===== src/rtl/fetch_pkg.sv =====
`default_nettype none
// +----------------------------------------------------------------------+
// | Module      : fetch_pkg                                              |
// | Description : Shared types and constants for the fetch stage.        |
// | Revision    : 1.0  initial release                                   |
// +----------------------------------------------------------------------+
package fetch_pkg;

  // Fetch FSM: issue request, wait for response, hold a stalled word
  typedef enum logic [1:0] {
    S_REQ  = 2'd0,
    S_WAIT = 2'd1,
    S_HOLD = 2'd2
  } fetch_state_e;

  localparam int          OPCODE_W     = 7;
  localparam logic [31:0] BUBBLE_INSTR = 32'h0000_0000;
  localparam logic [31:0] PC_STEP      = 32'd4;

endpackage
`default_nettype wire


===== src/rtl/fetch_stage_if_id_reg.sv =====
`default_nettype none
// +----------------------------------------------------------------------+
// | Module      : if_id_reg                                              |
// | Description : IF/ID pipeline register. Bubble beats load, load beats |
// |               hold. A bubble is {valid=0, pc=0, instr=0}.            |
// | Revision    : 1.0  initial release                                   |
// +----------------------------------------------------------------------+
module if_id_reg
  import fetch_pkg::*;
(
  input  logic                clk_i,
  input  logic                rstn_i,
  input  logic                load_i,
  input  logic                bubble_i,
  input  logic [31:0]         pc_i,
  input  logic [31:0]         instr_i,
  output logic                valid_o,
  output logic [31:0]         pc_o,
  output logic [31:0]         instr_o,
  output logic [OPCODE_W-1:0] opcode_o
);

  logic        valid_q;
  logic [31:0] pc_q;
  logic [31:0] instr_q;

  // Pipeline register: bubble on flush or idle, load on delivery, else hold
  always_ff @(posedge clk_i or negedge rstn_i) begin
    if (!rstn_i) begin
      valid_q <= 1'b0;
      pc_q    <= 32'h0;
      instr_q <= BUBBLE_INSTR;
    end else if (bubble_i) begin
      valid_q <= 1'b0;
      pc_q    <= 32'h0;
      instr_q <= BUBBLE_INSTR;
    end else if (load_i) begin
      valid_q <= 1'b1;
      pc_q    <= pc_i;
      instr_q <= instr_i;
    end
  end

  assign valid_o  = valid_q;
  assign pc_o     = pc_q;
  assign instr_o  = instr_q;
  assign opcode_o = instr_q[OPCODE_W-1:0];

endmodule
`default_nettype wire


===== src/rtl/fetch_stage.sv =====
`default_nettype none
// +----------------------------------------------------------------------+
// | Module      : fetch_stage                                            |
// | Description : Instruction fetch with single-outstanding imem access, |
// |               skid buffer for stalled decode and redirect flushing.  |
// |               Optional macro FETCH_PERF_EN adds perf_wait_cycles.    |
// | Revision    : 1.0  initial release                                   |
// +----------------------------------------------------------------------+
module fetch_stage
  import fetch_pkg::*;
#(
  parameter logic [31:0] RESET_PC = 32'h0000_0000
) (
  input  logic                clk,
  input  logic                rstn,
  output logic                imem_req,
  output logic [31:0]         imem_addr,
  input  logic                imem_rvalid,
  input  logic [31:0]         imem_rdata,
  input  logic                stall,
  input  logic                redirect,
  input  logic [31:0]         redirect_pc,
  output logic                if_id_valid,
  output logic [31:0]         if_id_pc,
  output logic [31:0]         if_id_instr,
  output logic [OPCODE_W-1:0] if_id_opcode
`ifdef FETCH_PERF_EN
  ,
  output logic [31:0]         perf_wait_cycles
`endif
);

  fetch_state_e state_q;
  logic [31:0]  pc_q;
  logic         kill_q;
  logic [31:0]  skid_q;

  logic         deliver_wait;
  logic         deliver_hold;
  logic         ifid_load;
  logic         ifid_bubble;
  logic [31:0]  ifid_instr_d;

  assign imem_req  = (state_q == S_REQ) && !redirect;
  assign imem_addr = pc_q;

  // A word reaches IF/ID only when decode accepts and no redirect flushes it
  assign deliver_wait = (state_q == S_WAIT) && imem_rvalid && !kill_q
                        && !stall && !redirect;
  assign deliver_hold = (state_q == S_HOLD) && !stall && !redirect;
  assign ifid_load    = deliver_wait || deliver_hold;
  assign ifid_bubble  = redirect || (!stall && !ifid_load);
  assign ifid_instr_d = (state_q == S_HOLD) ? skid_q : imem_rdata;

  // Fetch FSM, PC, kill flag and skid buffer; redirect overrides everything
  always_ff @(posedge clk or negedge rstn) begin
    if (!rstn) begin
      state_q <= S_REQ;
      pc_q    <= RESET_PC;
      kill_q  <= 1'b0;
      skid_q  <= 32'h0;
    end else if (redirect) begin
      // Low address bits are dropped so fetches stay word aligned
      pc_q <= redirect_pc & ~32'h3;
      unique case (state_q)
        S_WAIT: begin
          if (imem_rvalid) begin
            state_q <= S_REQ;
            kill_q  <= 1'b0;
          end else begin
            kill_q  <= 1'b1;
          end
        end
        S_HOLD:  state_q <= S_REQ;
        default: state_q <= S_REQ;
      endcase
    end else begin
      unique case (state_q)
        S_REQ: begin
          if (imem_req) state_q <= S_WAIT;
        end
        S_WAIT: begin
          if (imem_rvalid) begin
            if (kill_q) begin
              kill_q  <= 1'b0;
              state_q <= S_REQ;
            end else if (!stall) begin
              pc_q    <= pc_q + PC_STEP;
              state_q <= S_REQ;
            end else begin
              skid_q  <= imem_rdata;
              state_q <= S_HOLD;
            end
          end
        end
        S_HOLD: begin
          if (!stall) begin
            pc_q    <= pc_q + PC_STEP;
            state_q <= S_REQ;
          end
        end
        default: state_q <= S_REQ;
      endcase
    end
  end

  if_id_reg u_if_id_reg (
    .clk_i    (clk),
    .rstn_i   (rstn),
    .load_i   (ifid_load),
    .bubble_i (ifid_bubble),
    .pc_i     (pc_q),
    .instr_i  (ifid_instr_d),
    .valid_o  (if_id_valid),
    .pc_o     (if_id_pc),
    .instr_o  (if_id_instr),
    .opcode_o (if_id_opcode)
  );

`ifdef FETCH_PERF_EN
  logic [31:0] perf_q;

  // Count every cycle spent waiting on memory or on decode
  always_ff @(posedge clk or negedge rstn) begin
    if (!rstn) begin
      perf_q <= 32'h0;
    end else if (state_q == S_WAIT || state_q == S_HOLD) begin
      perf_q <= perf_q + 32'd1;
    end
  end

  assign perf_wait_cycles = perf_q;
`endif

endmodule
`default_nettype wire


===== config.mk =====
export PLATFORM = sky130hd
export DESIGN_NAME = fetch_stage
export DESIGN_NICKNAME = d
export VERILOG_FILES = /design/src/rtl/fetch_pkg.sv /design/src/rtl/fetch_stage_if_id_reg.sv /design/src/rtl/fetch_stage.sv
export SDC_FILE = /design/constraint.sdc
export NUM_CORES = 1
export LEC_CHECK = 0
export BUFFER_PORTS_ARGS = -buffer_cell sky130_fd_sc_hd__buf_2
export CAP_MARGIN = 20
export CORE_MARGIN = 1.5
export CORE_UTILIZATION = 40
export DETAILED_ROUTE_END_ITERATION = 6
export GPL_ROUTABILITY_DRIVEN = 0
export PLACE_DENSITY_LB_ADDON = 0.25
export SLEW_MARGIN = 20
export SYNTH_ARGS = -nofsm -noshare
export SYNTH_HDL_FRONTEND = slang
export SYNTH_SLANG_ARGS = --single-unit

===== constraint.sdc =====
create_clock -name clk -period 2 [get_ports clk]
set_clock_uncertainty 0.1 [all_clocks]
set_input_delay 0.2 -clock clk [delete_from_list [all_inputs] [get_ports clk]]
set_output_delay 0.2 -clock clk [all_outputs]
set_load 0.02 [all_outputs]

# ---- Word-level counts from Yosys, hierarchy flattened
# Index checks and enable logic that the tools add are counted.
dict set report totals {
  reg_bits 132
  input_bits 69
  output_inout_bits 105
  word_cells 65
}
dict set report op_classes {
  n_addsub 1
  eq_ne 7
  n_mux 26
  bitwise 2
  n_reduce_logical 22
}
# op count
set ops {}
lappend ops {{32-bit two-way mux} 9}
lappend ops {{32-bit case mux with 2 select lines} 1}
lappend ops {{32-bit by 3-bit adder with 32-bit output (second input constant)} 1}
lappend ops {{2-bit two-way mux} 8}
lappend ops {{3-bit inequality test (second input constant)} 4}
lappend ops {{1-bit logical AND} 8}
lappend ops {{1-bit two-way mux} 7}
lappend ops {{2-bit case mux with 3 select lines} 1}
lappend ops {{3-bit AND reduction} 2}
lappend ops {{5-bit AND reduction} 1}
lappend ops {{1-bit zero test} 4}
lappend ops {{2-bit nonzero test} 2}
lappend ops {{3-bit nonzero test} 1}
lappend ops {{2-bit by 1-bit equality test with 1-bit output (second input constant)} 1}
lappend ops {{2-bit equality test (second input constant)} 1}
lappend ops {{2-bit zero test} 1}
lappend ops {{1-bit logical OR} 2}
lappend ops {{2-bit inequality test (second input constant)} 1}
lappend ops {{1-bit inverter} 2}
lappend ops {{2-bit AND reduction} 1}

# ---- Depth between registers and ports, before layout
# Gate-level depths: netlist of run 1.
dict set report logic_depth {
  ltp_word 10
  mapped_depth 7
}

# ---- By module
# From an unflattened synthesis of run 1, not the netlist that was laid out.
dict set report unflattened {
  cells_unflattened 635
  hier_area_um2 6413.7
}
# mod n_inst cells_each area_per_inst_um2 seq_area_each_um2
set by_module_without_submodules {}
lappend by_module_without_submodules {fetch_stage 1 419 3724.8 1626.6}
lappend by_module_without_submodules {if_id_reg 1 216 2688.8 1626.6}

# ---- Worst setup path before layout of run 1
# No wires, ideal clock.
dict set report synth_timing {
  path_kind {register to register}
  from {reg pc_q[6], in the netlist imem_addr[6]}
  to {reg pc_q[31], in the netlist imem_addr[31]}
  setup_ns 0.125
  arrival_ns 2.012
  required_time_ns 1.775
  path_slack_ns -0.237
  path_stages_with_launch 8
  n_path_buf 2
  synth_period_minus_slack_ns 2.237
  cell_sequence {dfrtp_1 clkbuf_2 nand4_1 a2111oi_2 buf_2 nand4_1 xnor2_1 mux2_2}
}
dict set report synth_via {
  elab_chain_len 6
}
# item line
set synth_lines {}
lappend synth_lines {{start: declaration} fetch_stage.sv:34} ;# logic [31:0] pc_q;
lappend synth_lines {{start signal: assignment} fetch_stage.sv:64} ;# pc_q <= redirect_pc & ~32'h3;
lappend synth_lines {{start signal: assignment} fetch_stage.sv:88} ;# pc_q <= pc_q + PC_STEP;
lappend synth_lines {{start signal: assignment} fetch_stage.sv:98} ;# pc_q <= pc_q + PC_STEP;
lappend synth_lines {{32-bit by 3-bit adder with 32-bit output (*)} {fetch_stage.sv:88, fetch_stage.sv:98}}
lappend synth_lines {{32-bit two-way mux (*)} {fetch_stage.sv:87, fetch_stage.sv:97}}
lappend synth_lines {{32-bit two-way mux} fetch_stage.sv:84} ;# if (kill_q) begin
lappend synth_lines {{32-bit two-way mux} fetch_stage.sv:83} ;# if (imem_rvalid) begin
lappend synth_lines {{32-bit case mux with 2 select lines (*)} fetch_stage.sv:78} ;# unique case (state_q)
lappend synth_lines {{32-bit two-way mux (*)} fetch_stage.sv:62} ;# end else if (redirect) begin
# Every way passes the cells marked *; elsewhere a longest branch is shown, timed or not. The select of a mux whose other input is x is not followed.
# A chain may end at the register's enable or synchronous reset.

# ---- Final worst setup path of run 1
dict set report layout_timing {
  from {reg state_q[1]}
  to {reg skid_q[14]}
}
dict set report layout_via {
  elab_chain_len 2
}
# item line
set layout_lines {}
lappend layout_lines {{start: declaration} fetch_stage.sv:33} ;# fetch_state_e state_q;
lappend layout_lines {{start signal: assignment} fetch_stage.sv:58} ;# state_q <= S_REQ;
lappend layout_lines {{start signal: assignment} fetch_stage.sv:68} ;# state_q <= S_REQ;
lappend layout_lines {{start signal: assignment} fetch_stage.sv:74} ;# S_HOLD: state_q <= S_REQ;
lappend layout_lines {{2-bit by 1-bit equality test with 1-bit output} fetch_stage.sv:78}
lappend layout_lines {{5-bit AND reduction (no line)} n/a}
lappend layout_lines {{end signal: assignment} fetch_stage.sv:91} ;# skid_q <= imem_rdata;
lappend layout_lines {{end: declaration} fetch_stage.sv:36} ;# logic [31:0] skid_q;
# Every way passes these cells.

==> results.tsv, run 1 <==
metric	value	unit
outcome	finished clean	
nFillCells	1158	
ys_seq_area_share	56.75	%
first_global_vias	4763	
hold_class	in2reg	
holdWs	0.1842	ns
crit_arrival	2.13	ns
cts.sinks	128	
min-delay-start	redirect	
fp.dieW	121.8	um
die_area	14830	um^2
port_buffers	167	
die_h	121.8	um
timing.fmax	519.3	MHz
synth_cell_types	36	
synthArstFlopShare	100.0	%
vias	4730	
synth-edff-count	0	
diodes	0	
grt_overflow_total	0	
crit_required	2.20	ns
grt_setup_unrepaired	true	
wirelength	15080	um
drv_cap	0	
slew_headroom	60.67	%
syn_area	5644	um^2
critPathKind	reg2reg	
critPathMaxStageDelay	0.42	ns
setup-tns-final	0	ns
postRouteAntennaNets	0	
h-tree-depth	4	
clk_pin_slew	0.05	ns
fin_nets	823	
hpwl	9927	um
fin_area	8278	um^2
min_period_over_period	96.29	%
cts_buffer_depth	2	
final-setup-viol-count	0	
ys_seq_elements	128	
avgSynthCellArea	11.43	um^2
post_drt_wl_per_cell	15.95	um
antenna_found_initial	0	
drt_iter0_markers	217	
ir_drop	0.7162	mV
drv_slew	0	
hold_violations	0	
crit_path_end_kind	register	
grt_pass1_wl	24120	um
start_util	40.82	%
rows	43	
worst_slew_pin_slew	0.5900	ns
power.density	935.3	nW/um^2
worstReg2RegStart	state_q[1]	
crit_chain	nand4bb_4 -> buf_4 -> or3b_4 -> clkbuf_16 -> mux2_2	
ios	174	
drive_gt1_share	38.64	%
clock_latency	0.42	ns
cts_tree	done	
crit_path_max_fanout	16	
core_area	13830	um^2
ys.flop_type	dfrtp_1	
grt_max_degree	51	
cpMaxStageDelayCell	or3b_4	
synth_warnings	0	
power	7.742	mW
root_buffer	clkbuf_16	
grtUsageTotal	21.17	%
dr.pass1.iters	4	
power_leakage	4.204	nW
dpl_cell_area	6952	um^2
viasPerCell	5.000	
crit_start	state_q[1]	
min_period	1.926	ns
drc_errors	0	
cts_buffers	17	
synthCells	494	
start_kind	register	
areaGrowthSynthToFinish	46.66	%
==> sequential cells by signal (all words and copies together) (netlist names) <==
register	flops
skid_q	32
u_if_id_reg.instr_o	32
imem_addr	30
u_if_id_reg.pc_o	30
state_q	2
kill_q	1
u_if_id_reg.valid_o	1
==> cell usage after synthesis (3+ instances only) <==
cell / count / area (um^2)
nor2_1: 4 / 15.01
buf_2: 8 / 40.04
nand4_1: 14 / 87.58
nand3_1: 11 / 55.05
dfrtp_1: 128 / 3203
mux2i_1: 33 / 330.3
xnor2_1: 11 / 96.34
mux2_2: 34 / 382.9
o21ai_0: 60 / 300.3
xor2_1: 18 / 157.7
nor2b_1: 4 / 25.02
a211oi_1: 3 / 22.52
buf_4: 11 / 82.58
nand2_1: 74 / 277.8
a22o_1: 28 / 245.2
a21oi_1: 3 / 15.01
nor4_1: 5 / 31.28
clkbuf_1: 20 / 75.07
==> logic make-up (layout without fill, tap and decap cells) <==
family,after synthesis,in the layout,share of synthesized area (%)
and+or+nand+nor,125,125,10.75
adders and majority gates,1,1,0.2216
AOI/OAI and AO/OA,99,99,11.06
buffers and inverters,44,313,4.012
xor gates and xnor gates,29,29,4.500
muxes,67,67,12.64
other,1,4,0.06644
DFF,128,128,56.75
==> what timing repair did <==
action,4_1_cts,5_1_grt
endpoints found under the hold margin,131,0
hold buffers,64,0
pin swaps,0,4
gates resized for setup,0,12
setup buffers,1,0
setup endpoints to repair,1,47
gates cloned,0,1
==> worst paths after layout <==
check                                          endpoint  slack (ns)  depth (start not counted)
worst min-delay path                       imem_addr[9]        0.18                          4
max in group asynchronous           u_if_id_reg.pc_o[9]        0.95                          3
worst max register to register               skid_q[14]        0.07                          5
min in group asynchronous           u_if_id_reg.pc_o[6]        0.19                          2
worst max-delay path                         skid_q[14]        0.07                          5
worst min register to register  u_if_id_reg.instr_o[26]        0.38                          2
==> power by group <==
| part | switching (mW) | internal (mW) | leakage (nW) | total [mW] |
|---|---|---|---|---|
| Combinational | 0.649 | 0.711 | 2.26 | 1.36 |
| Sequential | 0.262 | 3.05 | 1.66 | 3.31 |
| Clock | 1.11 | 1.96 | 0.285 | 3.07 |
==> layout make-up <==
class,instances,area (um^2),area share (%)
clock inverter,9,106.4,1.285
sequential,128,3208,38.75
clock buffer,23,488.0,5.895
multi-input combinational,325,2307,27.87
timing repair buffer,279,1936,23.38
tap,180,225.2,2.721
inverter,2,7.507,0.09069
==> critical path: cells and delay by family, from the launching register on <==
family                 cells  cell delay, ns
AND/OR/NAND/NOR            2            0.67
buffers and inverters      2            0.39
flip-flops                 1            0.38
multiplexers               1            0.27
==> per-layer routing <==
layer,vias to the layer above,track usage (%),part of all wire [%]
li1,2244,-,-
met1,2330,26.83,44
met2,141,34.38,48
met3,15,7.350,6.5
met4,0,5.956,1.4
met5,-,0,0
==> placed cells by master (no fill, tap or decap), types with 28 or more instances in the layout <==
| master | count |
|---|---|
| mux2_2 | 34 |
| dlygate4sd3_1 | 64 |
| mux2i_1 | 33 |
| a22o_1 | 28 |
| dfrtp_1 | 124 |
| o21ai_0 | 58 |
| buf_2 | 166 |
| buf_4 | 41 |
| nand2_1 | 74 |
==> per-stage QoR <==
stage | setup WS (ns) | cells | utilization (%)
after global placement | 0.03109 | 848 | 50.28
final | 0.07429 | 946 | 59.87
after detailed placement | -0.006887 | 848 | 50.28
after floorplan | -0.03529 | 497 | -
after CTS | -0.001920 | 945 | 59.26
after global routing | -0.007726 | 946 | 59.87
No activity file was read; power rests on OpenSTA's default activity.
==> run 2, diff against run 1 <==
--- a/config.mk
+++ b/config.mk
@@ -15,4 +15,5 @@
 export SLEW_MARGIN = 20
 export SYNTH_ARGS = -nofsm -noshare
 export SYNTH_HDL_FRONTEND = slang
+export SYNTH_HIERARCHICAL = 1
 export SYNTH_SLANG_ARGS = --single-unit
==> run 2 against run 1 <==
  * Worst hold slack lost 0.15 ns
  * Worst setup slack worse by 0.097 ns
  * Design area grew 10%
  * The run now ends with setup timing left
  * Sequential share of layout area is 2.9 points lower
==> results.tsv, run 2 <==
metric	value	unit
start_kind	register	
p_int	6.084	mW
drive_gt1_share	35.90	%
multiInputGateArea	2878	um^2
die_h	129.6	um
dr.pass1.iters	5	
layout_common_cells	buf_2, nand2_1, dfrtp_1	
drt_iter0_markers	337	
cts.sinks	130	
synth-edff-count	0	
viasPerCell	5.137	
clock_latency	0.41	ns
critPathKind	reg2reg	
grt_pass1_wl	28900	um
synth_top_cell_area_share	50.72	%
rows	46	
grtUsageTotal	22.18	%
fin_nets	965	
areaGrowthSynthToFinish	42.26	%
hpwl	12170	um
ys_seq_elements	130	
core_area	15770	um^2
synthArstFlopShare	100.0	%
cts_buffers	17	
hold_class	in2reg	
clk_pin_slew	0.06	ns
start_util	40.67	%
synthCells	635	
crit_required	2.15	ns
min_period	2.023	ns
syn_area	6414	um^2
ys.flop_type	dfrtp_1	
root_buffer	clkbuf_16	
port_buffers	169	
synth_area_leaders	dfrtp_1, mux2i_1, nand2_1	
wirelength	18270	um
power_frac_comb	18.2	%
fp.dieW	129.6	um
power_switching	2.153	mW
drc_errors	0	
dpl_cell_area	7764	um^2
seqPwrFrac	40.0	%
slew_headroom	65.02	%
antenna_found_initial	0	
drv_slew	0	
violations	setup timing	
grt_setup_unrepaired	true	
grt_overflow_total	0	
cts_tree	done	
vias	5774	
diodes	0	
fin_area	9124	um^2
avgSynthCellArea	10.10	um^2
min_period_over_period	101.1	%
hold_violations	0	
drv_cap	0	
fin_ws	-0.02266	ns
yosysTopAreaCell	dfrtp_1	
nFillCells	1402	
ir_drop	0.5364	mV
synth_warnings	6	
post_drt_wl_per_cell	16.25	um
ys_seq_area_share	50.72	%
synthTopCellsByCount	dfrtp_1, nand2_1, nor2_1	
seq_area	3273	um^2
power_leakage	4.290	nW
clkPwrFrac	41.8	%
yosysMostFrequentCell	dfrtp_1	
layout_commonest_cell	buf_2	
die_area	16800	um^2
synth_cell_types	49	
crit_path_max_fanout	7	
timing.fmax	494.4	MHz
crit_arrival	2.17	ns
ios	174	
worst_slew_pin_slew	0.5115	ns
cts_buffer_depth	2	
postRouteAntennaNets	0	
final-setup-viol-count	1	
dp_slack	-0.02188	ns
power.density	902.9	nW/um^2
sw_frac_of_total	26.14	%
grt_max_degree	56	
outcome	finished, violations left	
crit_path_end_kind	register	
h-tree-depth	4	
first_global_vias	5864	
==> run 2: cell types whose count changed in the layout (fill, tap and decap cells not counted), moves of 6 or more <==
| cell | before | now |
|---|---|---|
| a22o_1 | 28 | 0 |
| a31oi_1 | 0 | 9 |
| buf_4 | 41 | 47 |
| dfrtp_1 | 124 | 114 |
| dfrtp_2 | 4 | 16 |
| mux2i_1 | 33 | 65 |
| nand2_1 | 74 | 127 |
| nor2_1 | 4 | 84 |
| o21ai_0 | 58 | 10 |
| o311ai_0 | 0 | 9 |
| o31ai_1 | 0 | 7 |
| or4_1 | 1 | 8 |
| xor2_1 | 18 | 2 |
==> run 2: cells by family (layout without fill, tap and decap cells) <==
kind of cell               after synthesis  in the layout  share of synthesized area (%)
muxes                                   97             97                          15.76
adders and majority gates                1              1                         0.1951
buffers and inverters                   54            324                          5.326
other                                    1              4                        0.05847
xor gates and xnor gates                 8              8                          1.093
and+or+nand+nor                        282            282                          19.68
AOI/OAI and AO/OA                       62             62                          7.160
DFF                                    130            130                          50.72
==> run 2: power groups by stage <==
| stage | clock network [mW] | registers (mW) | logic, mW |
|---|---|---|---|
| 3_5_place_dp | 0 | 3.33 | 1.38 |
| 3_3_place_gp | 0 | 3.30 | 1.34 |
| 4_1_cts | 3.52 | 3.29 | 1.49 |
| 2_1_floorplan | 0 | 3.41 | 0.742 |
| 5_1_grt | 3.65 | 3.34 | 1.63 |
| 6_report | 3.45 | 3.29 | 1.50 |
==> run 2: area by class of cell <==
type | count | share of cell area (%)
clock buffers | 22 | 5.417
clock inverters | 10 | 1.865
inverters | 3 | 0.1234
multi-input cells | 454 | 31.54
flip-flops and latches | 130 | 35.87
well taps | 216 | 2.962
repair buffers | 289 | 22.22
==> run 2: worst paths after layout <==
path	start	cells after the start	end	slack [ns]
max in group asynchronous	rstn	3	u_if_id_reg/pc_o[11]	1.07
worst max register to register	state_q[1]	5	imem_addr[17]	-0.02
worst max-delay path	state_q[1]	5	imem_addr[17]	-0.02
worst min-delay path	stall	2	state_q[1]	0.03
min in group asynchronous	rstn	2	u_if_id_reg/pc_o[12]	0.13
worst min register to register	u_if_id_reg/valid_o	2	u_if_id_reg/valid_o	0.39
==> run 2: what timing repair did <==
item                                    CTS  global route
cloned                                    0             1
endpoints found under the hold margin   193             0
buffers inserted                          0             2
pin swaps                                 0             1
hold buffers                             63             0
resized for setup                         5            12
endpoints found under the setup margin    5            12
==> run 2: metal layers <==
metal,up-vias,track usage [%],part of all wire (%)
li1,2723,-,-
met1,2816,26.73,43
met2,198,38.50,49
met3,37,4.831,5.7
met4,0,9.085,2.4
met5,-,0,0
==> run 2: stage by stage <==
step / setup TNS [ns] / power [mW] / hold WS [ns] / util (%) / instances
floorplan: 0 / 4.149 / -0.1956 / - / 638
global placement: 0 / 4.635 / -0.006318 / 49.23 / 1026
detailed placement: -0.06101 / 4.713 / -0.006199 / 49.23 / 1026
finish: -0.02266 / 8.238 / 0.03337 / 57.85 / 1124
global route: -0.1088 / 8.622 / 0.03001 / 57.85 / 1124
CTS: 0 / 8.305 / 0.01466 / 57.51 / 1121
==> run 2: worst max-delay path, cell delays in order (launching register included) <==
cell      delay (ns)
dfrtp_1         0.40
and4bb_4        0.39
o21ai_2         0.09
buf_4           0.17
o311ai_0        0.49
o311ai_2        0.21
